===== src/rtl/fifo_wr_arbiter_pkg.sv =====
// Shared types and helpers for the FIFO write-port arbiter and its picker.
package fifo_wr_arbiter_pkg;

  // Arbiter state encoding.
  typedef enum logic {
    ST_IDLE  = 1'b0,
    ST_BURST = 1'b1
  } arb_state_e;

  // Width of an index into an n-entry vector; never narrower than one bit.
  function automatic int unsigned idx_width(input int unsigned n);
    return (n > 1) ? $clog2(n) : 1;
  endfunction

  // Width of a counter that must hold values 0..max_val without wrapping.
  function automatic int unsigned cnt_width(input int unsigned max_val);
    return (max_val > 0) ? $clog2(max_val + 1) : 1;
  endfunction

endpackage


===== src/rtl/fifo_wr_arbiter_rr_pick.sv =====
// rr_pick: combinational circular priority encoder. Returns the first set
// request bit found searching upward from last_id+1, wrapping NUM_REQ-1 -> 0.
// Shared between the write-side and read-side arbiters.
module fifo_wr_arbiter_rr_pick
  import fifo_wr_arbiter_pkg::*;
#(
  parameter int unsigned NUM_REQ = 4,
  parameter int unsigned IDX_W   = idx_width(NUM_REQ)
) (
  input  logic [NUM_REQ-1:0] req,
  input  logic [IDX_W-1:0]   last_id,
  output logic [IDX_W-1:0]   sel,
  output logic               any
);

  logic [IDX_W-1:0] cand;

  // Walk offsets 1..NUM_REQ so last_id itself is checked last.
  always_comb begin
    sel  = '0;
    any  = 1'b0;
    cand = '0;
    for (int unsigned off = 1; off <= NUM_REQ; off++) begin
      cand = IDX_W'((32'(last_id) + off) % NUM_REQ);
      if (!any && req[cand]) begin
        sel = cand;
        any = 1'b1;
      end
    end
  end

endmodule


===== src/rtl/fifo_wr_arbiter.sv =====
// Round-robin arbiter sharing one async-FIFO write port between NUM_REQ
// requesters. A grant lasts one packet burst: it ends on an accepted beat
// carrying req_last or after MAX_BURST accepted beats, whichever comes first.
module fifo_wr_arbiter
  import fifo_wr_arbiter_pkg::*;
#(
  parameter int unsigned NUM_REQ    = 4,
  parameter int unsigned DATA_WIDTH = 8,
  parameter int unsigned MAX_BURST  = 8
) (
  input  logic                          wr_clk,
  input  logic                          rst_n,
  input  logic [NUM_REQ-1:0]            req_valid,
  input  logic [NUM_REQ-1:0]            req_last,
  input  logic [NUM_REQ*DATA_WIDTH-1:0] req_data,
  output logic [NUM_REQ-1:0]            req_ready,
  input  logic                          wr_full,
  output logic                          wr_en,
  output logic [DATA_WIDTH-1:0]         wr_data,
  output logic [NUM_REQ-1:0]            gnt,
  output logic                          busy
);

  localparam int unsigned IDX_W = idx_width(NUM_REQ);
  localparam int unsigned CNT_W = cnt_width(MAX_BURST);

  // Requester 0 wins the first arbitration after reset.
  localparam logic [IDX_W-1:0] LAST_ID_RST = IDX_W'(NUM_REQ - 1);
  // beat_cnt value at which the next accepted beat closes the burst.
  localparam logic [CNT_W-1:0] CNT_LAST    = CNT_W'(MAX_BURST - 1);

  arb_state_e             state_q, state_d;
  logic [NUM_REQ-1:0]     gnt_q, gnt_d;
  logic [IDX_W-1:0]       last_id_q, last_id_d;
  logic [CNT_W-1:0]       beat_cnt_q, beat_cnt_d;
  logic                   busy_q, busy_d;

  logic [IDX_W-1:0]       pick_sel;
  logic                   pick_any;
  logic [DATA_WIDTH-1:0]  data_arr [NUM_REQ];

  // Circular search for the next requester after the previous winner.
  fifo_wr_arbiter_rr_pick #(
    .NUM_REQ (NUM_REQ),
    .IDX_W   (IDX_W)
  ) u_rr_pick (
    .req     (req_valid),
    .last_id (last_id_q),
    .sel     (pick_sel),
    .any     (pick_any)
  );

  // Unpack the flat requester data bus into per-requester words.
  always_comb begin
    for (int unsigned i = 0; i < NUM_REQ; i++) begin
      data_arr[i] = req_data[i*DATA_WIDTH +: DATA_WIDTH];
    end
  end

  // While granted, last_id_q is the granted index, so it steers the data mux.
  assign wr_data = data_arr[last_id_q];

  // Next-state, grant and handshake logic; writes are suppressed in a reset cycle.
  always_comb begin
    state_d    = state_q;
    gnt_d      = gnt_q;
    last_id_d  = last_id_q;
    beat_cnt_d = beat_cnt_q;
    req_ready  = '0;
    wr_en      = 1'b0;

    case (state_q)
      ST_IDLE: begin
        if (pick_any) begin
          state_d    = ST_BURST;
          gnt_d      = NUM_REQ'(1) << pick_sel;
          last_id_d  = pick_sel;
          beat_cnt_d = '0;
        end
      end

      ST_BURST: begin
        req_ready[last_id_q] = rst_n & ~wr_full;
        wr_en                = rst_n & ~wr_full & req_valid[last_id_q];
        if (wr_en) begin
          if (req_last[last_id_q] || (beat_cnt_q == CNT_LAST)) begin
            state_d    = ST_IDLE;
            gnt_d      = '0;
            beat_cnt_d = '0;
          end else begin
            beat_cnt_d = beat_cnt_q + CNT_W'(1);
          end
        end
      end

      default: begin
        state_d = ST_IDLE;
        gnt_d   = '0;
      end
    endcase

    busy_d = (state_d == ST_BURST);
  end

  // State, grant and counter registers with synchronous reset.
  always_ff @(posedge wr_clk) begin
    if (!rst_n) begin
      state_q    <= ST_IDLE;
      gnt_q      <= '0;
      last_id_q  <= LAST_ID_RST;
      beat_cnt_q <= '0;
      busy_q     <= 1'b0;
    end else begin
      state_q    <= state_d;
      gnt_q      <= gnt_d;
      last_id_q  <= last_id_d;
      beat_cnt_q <= beat_cnt_d;
      busy_q     <= busy_d;
    end
  end

  assign gnt  = gnt_q;
  assign busy = busy_q;

  // Structural invariants of the grant and handshake outputs.
  a_gnt_onehot0: assert property (@(posedge wr_clk) disable iff (!rst_n) $onehot0(gnt_q));
  a_rdy_onehot0: assert property (@(posedge wr_clk) disable iff (!rst_n) $onehot0(req_ready));
  a_no_wr_full:  assert property (@(posedge wr_clk) disable iff (!rst_n) !(wr_en && wr_full));

endmodule

===== config.mk =====
export PLATFORM = sky130hd
export DESIGN_NAME = fifo_wr_arbiter
export DESIGN_NICKNAME = d
export VERILOG_FILES = /design/src/rtl/fifo_wr_arbiter_pkg.sv /design/src/rtl/fifo_wr_arbiter_rr_pick.sv /design/src/rtl/fifo_wr_arbiter.sv
export SDC_FILE = /design/constraint.sdc
export NUM_CORES = 1
export LEC_CHECK = 0
export CAP_MARGIN = 20
export CELL_PAD_IN_SITES_DETAIL_PLACEMENT = 0
export CELL_PAD_IN_SITES_GLOBAL_PLACEMENT = 2
export CORE_MARGIN = 2
export CORE_UTILIZATION = 22
export DETAILED_ROUTE_END_ITERATION = 10
export GPL_ROUTABILITY_DRIVEN = 0
export GPL_TIMING_DRIVEN = 0
export PLACE_DENSITY = 0.78
export SYNTH_ARGS = -nofsm -noshare
export SYNTH_HDL_FRONTEND = slang
export SYNTH_SLANG_ARGS = --single-unit

===== constraint.sdc =====
create_clock -name wr_clk -period 2.7 [get_ports wr_clk]
set_input_delay 0.27 -clock wr_clk [delete_from_list [all_inputs] [get_ports wr_clk]]
set_output_delay 0.27 -clock wr_clk [all_outputs]
set_load 0.01 [all_outputs]

Word-level counts from Yosys, hierarchy flattened

Cells that the tools add are included.

$add $sub $neg: 5
Order comparisons: 7
Eq/ne operators: 4
Shift operators: 1
Mux-type cells: 39
Bitwise gates (word level): 6
Reduce and logical (&&, ||, !) cells: 11

Operators with widths:

| kind                                                        | number |
|---|---|
| 2-to-1 mux 4 bit                                            | 7 |
| binary-select mux 8 bit (select 2 bit)                      | 1 |
| 2-to-1 mux 8 bit                                            | 2 |
| one-hot mux 4 bit (2 select lines)                          | 2 |
| less-than comparator 2 x 3 -> 1 bit (second input constant) | 5 |
| 2-to-1 mux 1 bit                                            | 15 |
| binary-select mux 1 bit (select 2 bit)                      | 6 |
| 2-to-1 mux 2 bit                                            | 4 |
| adder 2 x 1 -> 2 bit (second input constant)                | 2 |
| adder 2 bit (second input constant)                         | 2 |
| adder 4 x 1 -> 4 bit (second input constant)                | 1 |
| bitwise AND 4 bit                                           | 1 |
| == test 4 x 3 -> 1 bit (second input constant)              | 1 |
| logical AND 1 bit                                           | 4 |
| inequality test 2 x 1 -> 1 bit (second input constant)      | 2 |
| AND reduction 2 bit                                         | 2 |
| left shift 1 x 2 -> 4 bit (first input constant)            | 1 |
| >= comparator 3 bit (second input constant)                 | 1 |
| zero test 1 bit                                             | 3 |
| NOT 2 -> 3 bit                                              | 1 |
| AND reduction 3 bit                                         | 1 |
| bitwise AND 1 bit                                           | 2 |
| demux 1 bit (select 2 bit)                                  | 1 |
| >= comparator 2 x 1 -> 1 bit (second input constant)        | 1 |
| other kinds (4)                                             | 5 |

Bits in registers: 11
Bits of input ports: 43
Output and inout port bits: 18
Logic and storage cells: 77

Depth between registers and ports, before layout

Gate-level depths: netlist of the first run.

Depth in word-level cells: 16
Gate-level depth with buffers: 9
Mapped depth without buffers: 7

Hierarchy

Synthesis of the first run repeated with hierarchy kept, for this count alone.

Cell total of the unflattened synthesis: 88
Area total of the unflattened synthesis: 865.8 µm²

Modules (own cells, without submodules):

| module                  | instances | cells each | area an instance (µm²) | seq. area each (µm²) |
|---|---|---|---|---|
| fifo_wr_arbiter         | 1         | 74         | 774.5                  | 220.2 |
| fifo_wr_arbiter_rr_pick | 1         | 14         | 91.3                   | 0.0 |

Least setup slack after synthesis of the first run

OpenSTA, ideal clock, no wires.

Path kind: register to register
Start: reg last_id_q[0]
End: reg gnt_q[2] (netlist: gnt[2])
Setup time: 117 ps
Data arrival time: 2379 ps
Data required time: 2583 ps
Slack: 203 ps
Cell stages (with the launch flop): 10
Path buffers: 2
Clock period less this slack: 2497 ps
Path through: dfxtp_1 -> buf_6 -> buf_2 -> inv_1 -> ha_1 -> mux4_1 -> o21a_1 -> o22ai_2 -> nand2_1 -> a32o_1

Cells in the longest elaborated chain, start to end: 16
Elaborated cells between the ends (all ways): 39
Those cells by class: 4 x add/sub; 3 x eq/ne; 1 x shift; 22 x mux; 1 x bitwise; 8 x reduce/logical

Ends and longest elaborated chain:

| what                                   | line                          | RTL |
|---|---|---|
| start: declaration                     | fifo_wr_arbiter.sv:34         | `logic [IDX_W-1:0] last_id_q, last_id_d;` |
| start signal: assignment               | fifo_wr_arbiter.sv:116        | `last_id_q <= last_id_d;` |
| adder 2 x 1 -> 2 bit                   | fifo_wr_arbiter_rr_pick.sv:24 | `cand = IDX_W'((32'(last_id) + off) % NUM_REQ);` |
| binary-select mux 1 bit (select 2 bit) | fifo_wr_arbiter_rr_pick.sv:25 | `if (!any && req[cand]) begin` |
| 2-to-1 mux 1 bit (not written as such) | fifo_wr_arbiter_rr_pick.sv:25 |  |
| 2-to-1 mux 1 bit                       | fifo_wr_arbiter_rr_pick.sv:25 |  |
| zero test 1 bit                        | fifo_wr_arbiter_rr_pick.sv:25 |  |
| logical AND 1 bit                      | fifo_wr_arbiter_rr_pick.sv:25 |  |
| 2-to-1 mux 1 bit                       | fifo_wr_arbiter_rr_pick.sv:25 |  |
| zero test 1 bit                        | fifo_wr_arbiter_rr_pick.sv:25 |  |
| logical AND 1 bit                      | fifo_wr_arbiter_rr_pick.sv:25 |  |
| 2-to-1 mux 1 bit                       | fifo_wr_arbiter_rr_pick.sv:25 |  |
| zero test 1 bit                        | fifo_wr_arbiter_rr_pick.sv:25 |  |
| logical AND 1 bit                      | fifo_wr_arbiter_rr_pick.sv:25 |  |
| 2-to-1 mux 2 bit                       | fifo_wr_arbiter_rr_pick.sv:25 |  |
| left shift 1 x 2 -> 4 bit              | fifo_wr_arbiter.sv:76         | `gnt_d = NUM_REQ'(1) << pick_sel;` |
| 2-to-1 mux 4 bit                       | fifo_wr_arbiter.sv:74         | `if (pick_any) begin` |
| one-hot mux 4 bit (2 select lines)     | fifo_wr_arbiter.sv:72         | `case (state_q)` |
| end signal: assignment                 | fifo_wr_arbiter.sv:115        | `gnt_q <= gnt_d;` |
| end: declaration                       | fifo_wr_arbiter.sv:33         | `logic [NUM_REQ-1:0] gnt_q, gnt_d;` |

Parallel ways exist; a longest one is shown, timed or not. The select of a mux whose other input is x is not followed.
A chain may end at the register's enable or synchronous reset.

Worst setup path in the final report of the first run

Same ends and word-level chain as after synthesis.

==> results of run 1 <==
synthesized netlist by cell type, drive strengths merged:
master / instances
a22o: 3
mux2i: 1
dfxtp: 11
a32o: 3
nor4: 1
or3: 2
and4b: 1
and2b: 1
buf: 3
a21boi: 1
mux2: 3
xnor2: 2
nor2: 2
ha: 5
a31oi: 1
a41oi: 1
inv: 6
o22ai: 1
and2: 5
a31o: 1
a2bb2o: 1
nand4b: 1
a21oi: 2
o21ai: 5
nand3: 4
nor2b: 1
o21a: 2
nor3b: 2
mux4: 13
nor3: 1
nand2b: 2
nand2: 5
clkbuf: 3
o31ai: 1
and3b: 1
state kept, by name, indices dropped and copies added (netlist names):
signal	flops
beat_cnt_q	4
gnt	4
last_id_q	2
busy	1
power by group through the flow:
stage	clock (mW)	sequential (mW)	combinational, mW
CTS	0.173	0.248	1.05
floorplan	0	0.254	0.676
finish	0.168	0.250	1.05
detailed placement	0	0.251	1.05
global route	0.179	0.259	1.14
global placement	0	0.250	1.04
worst register-to-register path, stage by stage (launching register included):
cell	delay, ps
dfxtp_2	410
buf_8	230
inv_1	130
ha_1	370
mux4_2	390
nor2b_1	180
nor2_1	280
xnor2_1	150
a32o_1	230
cell type report:
| cell class | instances | area, um2 |
|---|---|---|
| Fill cell | 466 | 2910 |
| Multi-Input combinational cell | 75 | 791 |
| Timing Repair Buffer | 60 | 601 |
| Sequential cell | 11 | 221 |
| Tap cell | 54 | 67.6 |
| Clock buffer | 4 | 45.0 |
| Buffer | 5 | 32.5 |
| Inverter | 6 | 22.5 |
placed cells by master, fill, tap and decap left out, types with 2 or more instances in the layout:
master and instances:
clkbuf_8 3, o21ai_0 5, xnor2_1 2, clkdlybuf4s50_1 60, ha_1 5, nand3_1 4
and2_1 5, or3_1 2, nor2_1 2, nand2_1 5, a21oi_1 2, a22o_2 2
inv_1 6, dfxtp_1 10, mux2_2 3, mux4_2 12, nand2b_1 2, clkbuf_1 3
o21a_1 2, a32o_1 3, nor3b_1 2
layer usage:
metal  share of wire  vias to the layer above  track usage
li1                -                      513            -
met3           0.015                        3      0.00960
met4          0.0086                        0       0.0364
met1            0.46                      511        0.169
met2            0.51                       16        0.196
met5               0                        -            0
repair_timing:
action,4_1_cts,5_1_grt
endpoints found under the setup margin,10,8
resized for setup,0,4
endpoints found under the hold margin,0,0
pin swaps,0,0
cells by family (layout without fill, tap and decap cells):
| group | Yosys count | in the layout |
|---|---|---|
| XOR/XNOR | 2 | 2 |
| adder cells (fa/ha/maj) | 5 | 5 |
| buffers and inverters | 12 | 75 |
| AND/OR/NAND/NOR | 29 | 29 |
| AO/OA/AOI/OAI | 22 | 22 |
| flip-flops | 11 | 11 |
| multiplexers | 17 | 17 |
path summary, 6_finish.rpt:
check	from	end	slack, ps	cells past startpoint
setup / recovery	last_id_q[0]$_SDFFE_PN1P_	gnt[2]$_SDFFE_PN0P_	220	8
hold / removal	gnt[3]$_SDFFE_PN0P_	gnt[3]$_SDFFE_PN0P_	480	1
setup reg to reg	last_id_q[0]$_SDFFE_PN1P_	gnt[2]$_SDFFE_PN0P_	220	8
hold reg to reg	gnt[3]$_SDFFE_PN0P_	gnt[3]$_SDFFE_PN0P_	480	1
stage by stage:
stage          instances  setup WS [ps]  hold WS (ps)  power (mW)
6_report             215            216           481        1.46
5_1_grt              215           47.2           498        1.58
4_1_cts              215           56.2           487        1.47
3_5_place_dp         212           -191           475        1.30
3_3_place_gp         212           -119           467        1.29
2_1_floorplan         98            203           483       0.930
==> summary.md, run 1 <==
| Metric | Value |
|---|---|
| WP data arrival | 2610 ps |
| Horiz. Die Dim | about 74 um |
| CTS Root Cell | clkbuf_8 |
| Detailed Route WL | 3.15 mm |
| Synth Area in Simple Gates | 0.178 |
| Std cell rows | 25 |
| Synth Area in Compound Gates | 0.169 |
| Xor/xnor cell area share of the yosys netlist | 0.0164 |
| Buf/Inv on CP | 2 |
| Buffer levels on the longest clock path | 2 |
| Final core occ | 0.379 |
| Netlist Area Pre-Place | ~1100 um2 |
| RSZ-0062 raised after global routing | no |
| Sw Share | 0.392 |
| Hold Buf Count CTS | 0 |
| Kind of critical path | reg2reg |
| Post-CTS setup buffers | 0 |
| Vias per inst | 4.85 |
| Slew HR | 0.641 |
| Layout Nets | 210 |
| Syn_area_per_cell | roughly 11 um2 |
| Synth top area share | 0.254 |
| Net count after synthesis | 146 |
| Crit. End Element | flip-flop |
| Num CTS Buffers | 3 |
| Synth Instances | 98 |
| Largest net degree at the start of global routing | 20 |
| Startpoint Class | flip-flop |
| Antenna violations before repair | 0 |
| Clk pwr share | 0.115 |
| First-pass GRT wire length | just over 5 mm |
| #FFs+latches synth | 11 |
| H-tree depth | 1 |
| Comb power frac | 0.715 |
| Layout cells sized above 1 | 0.186 |
| HPWL Detailed | 2.66 mm |
| Core area | 4690 um2 |
| Via count | 1043 |
| Gr ovfl total | 0 |
| Flop pwr share | 0.171 |
| GR Util All Layers | 0.121 |
| Worst Path Max Fanout | 19 |
| Fin Setup TNS | 0 ps |
| Syn-to-layout area delta | 67.0% |
| CTS tree | yes |
| Peak supply drop | 0.347 mV |
| Die height | roughly 74 um |
| Synth area leaders | mux4_2 25%, dfxtp_1 21%, ha_1 5.9%, mux2_2 3.2%, and2_1 2.9% |
| DIE AREA | 5420 um2 |
| Seq/Total Area, Yosys | 0.207 |
| Yosys cell types | 38 |
| Final setup skew | 0.619 ps |
| Max Slew Vio Count | 0 |
| Clock Latency Late Sink | 240 ps |
| F_max | 0.403 GHz |
| Post-Synth Adder-Cell Area | 0.0587 |
| Worst EP required | 2830 ps |
| Sw power | 0.574 mW |
| Worst Hold Class | reg2reg |
| Buffers added on ports | 60 |
| Ant diodes | 0 |
| Status | completed |
| CP max-delay cell | dfxtp_2 |
| CP max stage delay | 410 ps |
| DRC viols | 0 |
| Final instance area | 1780 um2 |
| Starting density of the core | 0.227 |
| Clock Sinks | 11 |
| Least-Margin Pin Slew | 539 ps |
| # Max-Cap Violations | 0 |
| Yosys top cell by area | mux4_2 |
| Post-synthesis mux area share | 0.319 |
| Power Density | 822 nW/um2 |
| Crit path max-delay family | simple AND/OR/NAND/NOR gates |
| Post-DRT Antenna Nets | 0 |
| Drt first pass iters | 4 |
| Post-placement cell area | 1730 um2 |
| Setup violators final | 0 |
| Clock Pin Slew Worst Setup and Hold Paths | 50 ps |
| Lkg Pwr | around 0.67 nW |
| Fin crit share | 0.920 |
| Wire per inst | 14.7 um |
| Yosys Warn Count | 0 |
| CP cell instances | buf_8 -> inv_1 -> ha_1 -> mux4_2 -> nor2b_1 -> nor2_1 -> xnor2_1 -> a32o_1 |
| Final hold viol count | 0 |
| DRC marker count from the first detailed-route iteration | 39 |
| Vias in the first global route | between 1000 and 1500 |
| Ports | 61 |
| Largest family of logic cells by synthesized area | multiplexers |
| Final Critical Period | 2480 ps |
| Int Pwr | 0.889 mW |
Note: power is estimated with default switching activity, not from simulation.
==> run 2: changes to the inputs <==
--- a/config.mk
+++ b/config.mk
@@ -9,11 +9,12 @@
 export CELL_PAD_IN_SITES_DETAIL_PLACEMENT = 0
 export CELL_PAD_IN_SITES_GLOBAL_PLACEMENT = 2
 export CORE_MARGIN = 2
-export CORE_UTILIZATION = 22
+export CORE_UTILIZATION = 18
 export DETAILED_ROUTE_END_ITERATION = 10
 export GPL_ROUTABILITY_DRIVEN = 0
 export GPL_TIMING_DRIVEN = 0
-export PLACE_DENSITY = 0.78
+export PLACE_DENSITY = 0.75
 export SYNTH_ARGS = -nofsm -noshare
 export SYNTH_HDL_FRONTEND = slang
+export SYNTH_HIERARCHICAL = 1
 export SYNTH_SLANG_ARGS = --single-unit
==> run 2 against run 1 <==
  * Critical path depth fell by 5
  * Wire length fell by 4.5%
  * Via count fell by 5.9%
  * Clock power fell by 5%
  * Combinational power fell by 77%
  * Cell count fell by 4.2%
  * Global-route usage fell by 0.79 points
  * Final area fell by 11%
  * Critical path type is now reg2out
  * Largest cell class is now non-clock buffers
==> summary.md, run 2 <==
| Metric | Value |
|---|---|
| Status | completed |
| Reg area | about 220 um2 |
| Clock Pin Slew Worst Setup and Hold Paths | about 50 ps |
| Area of the multi-input gates | 607 um2 |
| H-tree depth | 1 |
| CP max stage delay | 580 ps |
| Crit path max-delay family | buffers and inverters |
| First-pass GRT wire length | 4.75 mm |
| Peak supply drop | between 0.1 and 0.15 mV |
| Final setup skew | 1.31 ps |
| DRC marker count from the first detailed-route iteration | 30 |
| Drt first pass iters | 4 |
| Horiz. Die Dim | 73.4 um |
| Startpoint Class | flip-flop |
| Num CTS Buffers | 3 |
| Worst R2R Setup Slack | slightly below 900 ps |
| Syn-to-layout area delta | 82.4% |
| CTS Root Cell | clkbuf_8 |
| DRC viols | 0 |
| CP cell instances | clkbuf_1 -> mux4_2 -> clkdlybuf4s50_1 |
| Ant diodes | 0 |
| Worst Path Max Fanout | 12 |
| Final hold viol count | 0 |
| Max Slew Vio Count | 0 |
| Synth Instances | 88 |
| Ys async rst share | 0 |
| Hold depth | 2 |
| Yosys top cell by area | dfxtp_1 |
| Crit Reg-Reg Startpoint | last_id_q[0]$_SDFFE_PN1P_ |
| Buf/Inv on CP | 2 |
| Slew HR | 0.685 |
| Synth area leaders | dfxtp_1 25%, mux4_2 16%, mux4_1 12%, nand3_1 6.4%, nand2b_1 5.1% |
| Most common cell after layout, fill and taps aside | clkdlybuf4s50_1 |
| # resized after CTS | 0 |
| Synth Flop Type | dfxtp_1 |
| Layout cells sized above 1 | 0.0921 |
| Post-synth EDFFs | 0 |
| # Max-Cap Violations | 0 |
| Synth top area share | 0.254 |
| HPWL Detailed | about 2.5 mm |
| Vias in the first global route | between 1000 and 1500 |
| Layout Nets | 197 |
| Power Density | 367 nW/um2 |
| Lkg Pwr | between 0.6 and 0.7 nW |
| Kind of critical path | reg2out |
| Wire per inst | 14.6 um |
| Clock Latency Late Sink | around 230 ps |
| Critical Path End | wr_data[5] |
| Commonest cells post-synth | 11 x dfxtp_1, 11 x nand3_1, 7 x nand2_1, 7 x nand2b_1 |
| Setup violators final | 0 |
| Buffers added on ports | 60 |
| Via count | slightly below 1000 |
| Least-Margin Pin Slew | 472 ps |
| Seq/Total Area, Yosys | 0.254 |
| #FFs+latches synth | 11 |
| Final instance area | 1580 um2 |
| CP max-delay cell | dfxtp_1 |
| Fin crit share | 0.886 |
| PnR Total Power | 0.580 mW |
| GR Util All Layers | 0.113 |
| Yosys Warn Count | 6 |
| Gr ovfl total | 0 |
| Crit path from | last_id_q[1]$_SDFFE_PN1P_ |
| Path depth of the worst reg2reg path | 5 |
| Syn_area_per_cell | 9.84 um2 |
| Buffer levels on the longest clock path | 2 |
| Worst EP required | roughly 2400 ps |
| Ports | 61 |
| CTS tree | yes |
| Yosys cell types | 31 |
| Post-Place Setup Slack | 364 ps |
| Post-DRT Antenna Nets | 0 |
| Worst Hold Class | reg2reg |
| Detailed Route WL | about 3 mm |
| Netlist Area Pre-Place | about 870 um2 |
| WP depth | 3 |
| Filler cells | 485 |
| Net count after synthesis | 132 |
| Hold Buf Count CTS | 0 |
| Most frequent cells in the layout | 60 x clkdlybuf4s50_1, 11 x nand3_1, 11 x dfxtp_1 |
| Post-CTS setup buffers | 0 |
| Slack of the critical path | between 300 and 400 ps |
| Crit. End Element | primary output |
| RSZ-0062 raised after global routing | no |
| Largest net degree at the start of global routing | 13 |
| Std cell rows | 25 |
| Clock Sinks | 11 |
| Antenna violations before repair | 0 |
| Final Critical Period | around 2400 ps |
| F_max | 0.418 GHz |
| Starting density of the core | 0.185 |
| WP data arrival | 2120 ps |
| Post-placement cell area | 1530 um2 |
| Fin Setup TNS | 0 ps |
| Die height | roughly 73 um |
| DIE AREA | between 5000 and 6000 um2 |
| Core area | 4690 um2 |
| Vias per inst | 4.76 |
| Reg2Reg Capture Point | gnt[3]$_SDFFE_PN0P_ |
[run 2: cell count changes in the layout (fill, tap and decap cells not counted), sizes merged, moves of 3 or more]
cell | previous run | this run
nor2 | 2 | 6
mux4 | 13 | 10
ha | 5 | 1
and2 | 5 | 0
nand2 | 5 | 8
mux2 | 3 | 0
a32o | 3 | 0
inv | 6 | 3
o21ai | 5 | 1
nand3 | 4 | 11
a22o | 3 | 0
nand2b | 2 | 7
[run 2: final cells by class]
type                       count  share of cell area
buffer                         5              0.0174
clock buffer                   4              0.0285
inverter                       3             0.00713
multi-input combinational     69               0.384
sequential                    11               0.139
tap                           54              0.0428
timing repair buffer          60               0.380
[run 2: per-layer routing]
metal | part of all wire | vias up | track usage
li1 | - | 468 | -
met1 | 0.36 | 476 | 0.109
met2 | 0.57 | 37 | 0.236
met3 | 0.070 | 0 | 0.0288
met4 | 0 | 0 | 0.0182
met5 | 0 | - | 0
[run 2: power by group]
group / switching, mW / internal [mW] / leakage [nW] / total, mW
combinational: 0.0850 / 0.152 / 0.491 / 0.237
clock: 0.0567 / 0.103 / 0.0228 / 0.160
sequential: 0.0116 / 0.172 / 0.0900 / 0.183
[run 2: stage by stage]
step            util  hold WS (ps)  std cells
2_1_floorplan      -           433         88
3_3_place_gp   0.327           480        202
3_5_place_dp   0.327           481        202
4_1_cts        0.337           491        206
5_1_grt        0.337           520        206
6_report       0.337           487        206
[run 2: cells by family after synthesis]
| group | after synthesis | synth area share |
|---|---|---|
| AO/OA/AOI/OAI | 16 | 0.140 |
| buffers and inverters | 8 | 0.0448 |
| adder cells (fa/ha/maj) | 1 | 0.0144 |
| AND/OR/NAND/NOR | 40 | 0.246 |
| multiplexers | 12 | 0.301 |
| flip-flops | 11 | 0.254 |
[run 2: how the worst min path moves through the flow]
stage / start / slack (ps) / to
2_1_floorplan: rst_n / 430 / beat_cnt_q[2]$_SDFFE_PN0P_
3_3_place_gp: beat_cnt_q[1]$_SDFFE_PN0P_ / 480 / beat_cnt_q[1]$_SDFFE_PN0P_
3_5_place_dp: gnt[2]$_SDFFE_PN0P_ / 480 / gnt[2]$_SDFFE_PN0P_
4_1_cts: gnt[2]$_SDFFE_PN0P_ / 490 / gnt[2]$_SDFFE_PN0P_
5_1_grt: beat_cnt_q[1]$_SDFFE_PN0P_ / 520 / beat_cnt_q[1]$_SDFFE_PN0P_
6_report: gnt[1]$_SDFFE_PN0P_ / 490 / gnt[1]$_SDFFE_PN0P_
[run 2: worst reg2reg max path, stage by stage, from the launching register on]
cell	delay, ps
dfxtp_1	410
buf_6	160
mux4_2	540
a31oi_1	310
nor2_1	170
o22ai_1	150
==> run 3: changes to the inputs <==
--- a/config.mk
+++ b/config.mk
@@ -12,8 +12,7 @@
 export CORE_UTILIZATION = 18
 export DETAILED_ROUTE_END_ITERATION = 10
 export GPL_ROUTABILITY_DRIVEN = 0
-export GPL_TIMING_DRIVEN = 0
-export PLACE_DENSITY = 0.75
+export PLACE_DENSITY = 0.78
 export SYNTH_ARGS = -nofsm -noshare
 export SYNTH_HDL_FRONTEND = slang
 export SYNTH_HIERARCHICAL = 1
==> run 3 against run 2 <==
  * Worst setup slack improved by 77 ps
  * Sequential power decreased by 3%
  * Maximum frequency up 3.3%
  * Critical path type is now in2out
  * Largest cell class unchanged
  * Largest power group unchanged
  * Highest routed layer is now met4
==> summary.md, run 3 (synthesis results as in run 2) <==
| Metric | Value |
|---|---|
| Path depth of the worst reg2reg path | 5 |
| Wire per inst | 14.0 um |
| # resized after CTS | 0 |
| Met1 WL | 976 um |
| Fin crit share | 0.857 |
| Die height | 73.4 um |
| DRC marker count from the first detailed-route iteration | 26 |
| First-pass GRT wire length | 4.37 mm |
| Lkg Pwr | 0.604 nW |
| Buffer levels on the longest clock path | 2 |
| CP cell instances | clkdlybuf4s50_1 -> mux4_1 -> nand2_2 -> inv_1 -> clkdlybuf4s50_1 |
| Most frequent cells in the layout | 60 x clkdlybuf4s50_1, 11 x nand3_1, 11 x dfxtp_1 |
| Clock Latency Late Sink | 230 ps |
| # Max-Cap Violations | 0 |
| Hold depth | 2 |
| Fin Setup TNS | 0 ps |
| Gr ovfl total | 0 |
| Ant diodes | 0 |
| H-tree depth | 1 |
| Syn-to-layout area delta | 81.8% |
| Vias in the first global route | between 900 and 1000 |
| Buf/Inv on CP | 3 |
| Drt first pass iters | 5 |
| Worst Hold End | gnt[2]$_SDFFE_PN0P_ |
| Starting density of the core | 0.185 |
| Met2 Wirelength | 1.65 mm |
| Layout cells sized above 1 | 0.100 |
| Crit Reg-Reg Startpoint | last_id_q[0]$_SDFFE_PN1P_ |
| Area of the multi-input gates | ~610 um2 |
| Post-CTS setup buffers | 0 |
| Layout Nets | 195 |
| Clock Sinks | 11 |
| CP max stage delay | 550 ps |
| Detailed Route WL | 2.86 mm |
| Kind of critical path | in2out |
| Max Slew Vio Count | 0 |
| CTS tree | yes |
| Core area | between 4000 and 5000 um2 |
| Post-DRT Antenna Nets | 0 |
| WP data arrival | 2040 ps |
| Antenna violations before repair | 0 |
| Filler cells | 494 |
| Final core occ | 0.335 |
| Power Density | 368 nW/um2 |
| Final hold viol count | 0 |
| Largest net degree at the start of global routing | 21 |
| Min-delay src | gnt[2]$_SDFFE_PN0P_ |
| Setup violators final | 0 |
| Buffers added on ports | 60 |
| Worst R2R Setup Slack | around 800 ps |
| Std cell rows | 25 |
| Startpoint Class | input pin |
| DRC viols | 0 |
| Most common cell after layout, fill and taps aside | clkdlybuf4s50_1 |
| Placed Cells | 200 |
| HPWL Detailed | 2.39 mm |
| Via count | 961 |
| Most frequent CP cell | clkdlybuf4s50_1 |
| Crit. End Element | primary output |
| Crit path max-delay family | buffers and inverters |
| Finished Layout Cells | 204 |
| Peak supply drop | between 0.08 and 0.09 mV |
| Worst Hold Class | reg2reg |
| Status | completed |
| Top Layer Used | met4 |
| Worst Path Max Fanout | 8 |
| WP depth | 5 |
| Final setup skew | approximately 4.7 ps |
| Slew HR | 0.707 |
| Ports | 61 |
| Horiz. Die Dim | around 73 um |
| Num CTS Buffers | 3 |
| RSZ-0062 raised after global routing | no |
| Least-Margin Pin Slew | ~440 ps |
| CP max-delay cell | mux4_1 |
| DIE AREA | 5380 um2 |
| Clock Pin Slew Worst Setup and Hold Paths | 50 ps |
| Reg2Reg Capture Point | gnt[1]$_SDFFE_PN0P_ |
| Worst EP required | 2430 ps |
| Vias per inst | between 4 and 5 |
| Hold Buf Count CTS | 0 |
| CTS Root Cell | clkbuf_8 |
| Final Critical Period | 2310 ps |
| Met3 WL | 195 um |
| Reg area | 220 um2 |
| F_max | 0.432 GHz |
| GR Util All Layers | 0.103 |
==> run 3: changes by cell type in the layout (fill, tap and decap cells not counted), sizes merged <==
cell	delta
buf	+1
clkbuf	-3
==> run 3: layer usage <==
layer / global-route usage / up-vias
met5: 0 / -
met4: 0.0242 / 0
met3: 0.0206 / 4
met2: 0.224 / 37
met1: 0.0941 / 452
li1: - / 468
==> run 3: how the worst max path moves through the flow <==
stage,slack (ps),startpoint,to
floorplan,1140,last_id_q[0]$_SDFFE_PN1P_,wr_en
global placement,380,req_valid[1],wr_en
detailed placement,370,req_valid[1],wr_en
CTS,370,req_valid[1],wr_en
global route,300,req_valid[1],wr_en
finish,390,req_valid[1],wr_en
==> run 3: per-stage QoR <==
stage / worst slack, ps / hold WS, ps / instance area, um2 / power (mW)
global placement: 382 / 480 / 1530 / 0.419
global route: 296 / 517 / 1570 / 0.612
floorplan: 1140 / 433 / 866 / 0.292
detailed placement: 372 / 488 / 1530 / 0.423
finish: 386 / 492 / 1570 / 0.580
CTS: 373 / 495 / 1570 / 0.588
==> run 3: layout make-up <==
class,instances,share of cell area
Tap cell,54,0.0429
Timing Repair Buffer,63,0.396
Clock buffer,4,0.0286
Multi-Input combinational cell,69,0.386
Sequential cell,11,0.140
Inverter,3,0.00715
==> run 3: worst reg2reg max path, delay by kind of cell (launching register included) <==
kind            cells  cell delay (ps)
compound gates      2              440
mux                 1              580
buf+inv             1              260
simple gates        1              180
flops               1              340
==> run 3: power breakdown <==
part           switching [mW]  internal (mW)
registers             0.00575          0.172
clock network          0.0591          0.103
logic                  0.0887          0.151
total                   0.154          0.426
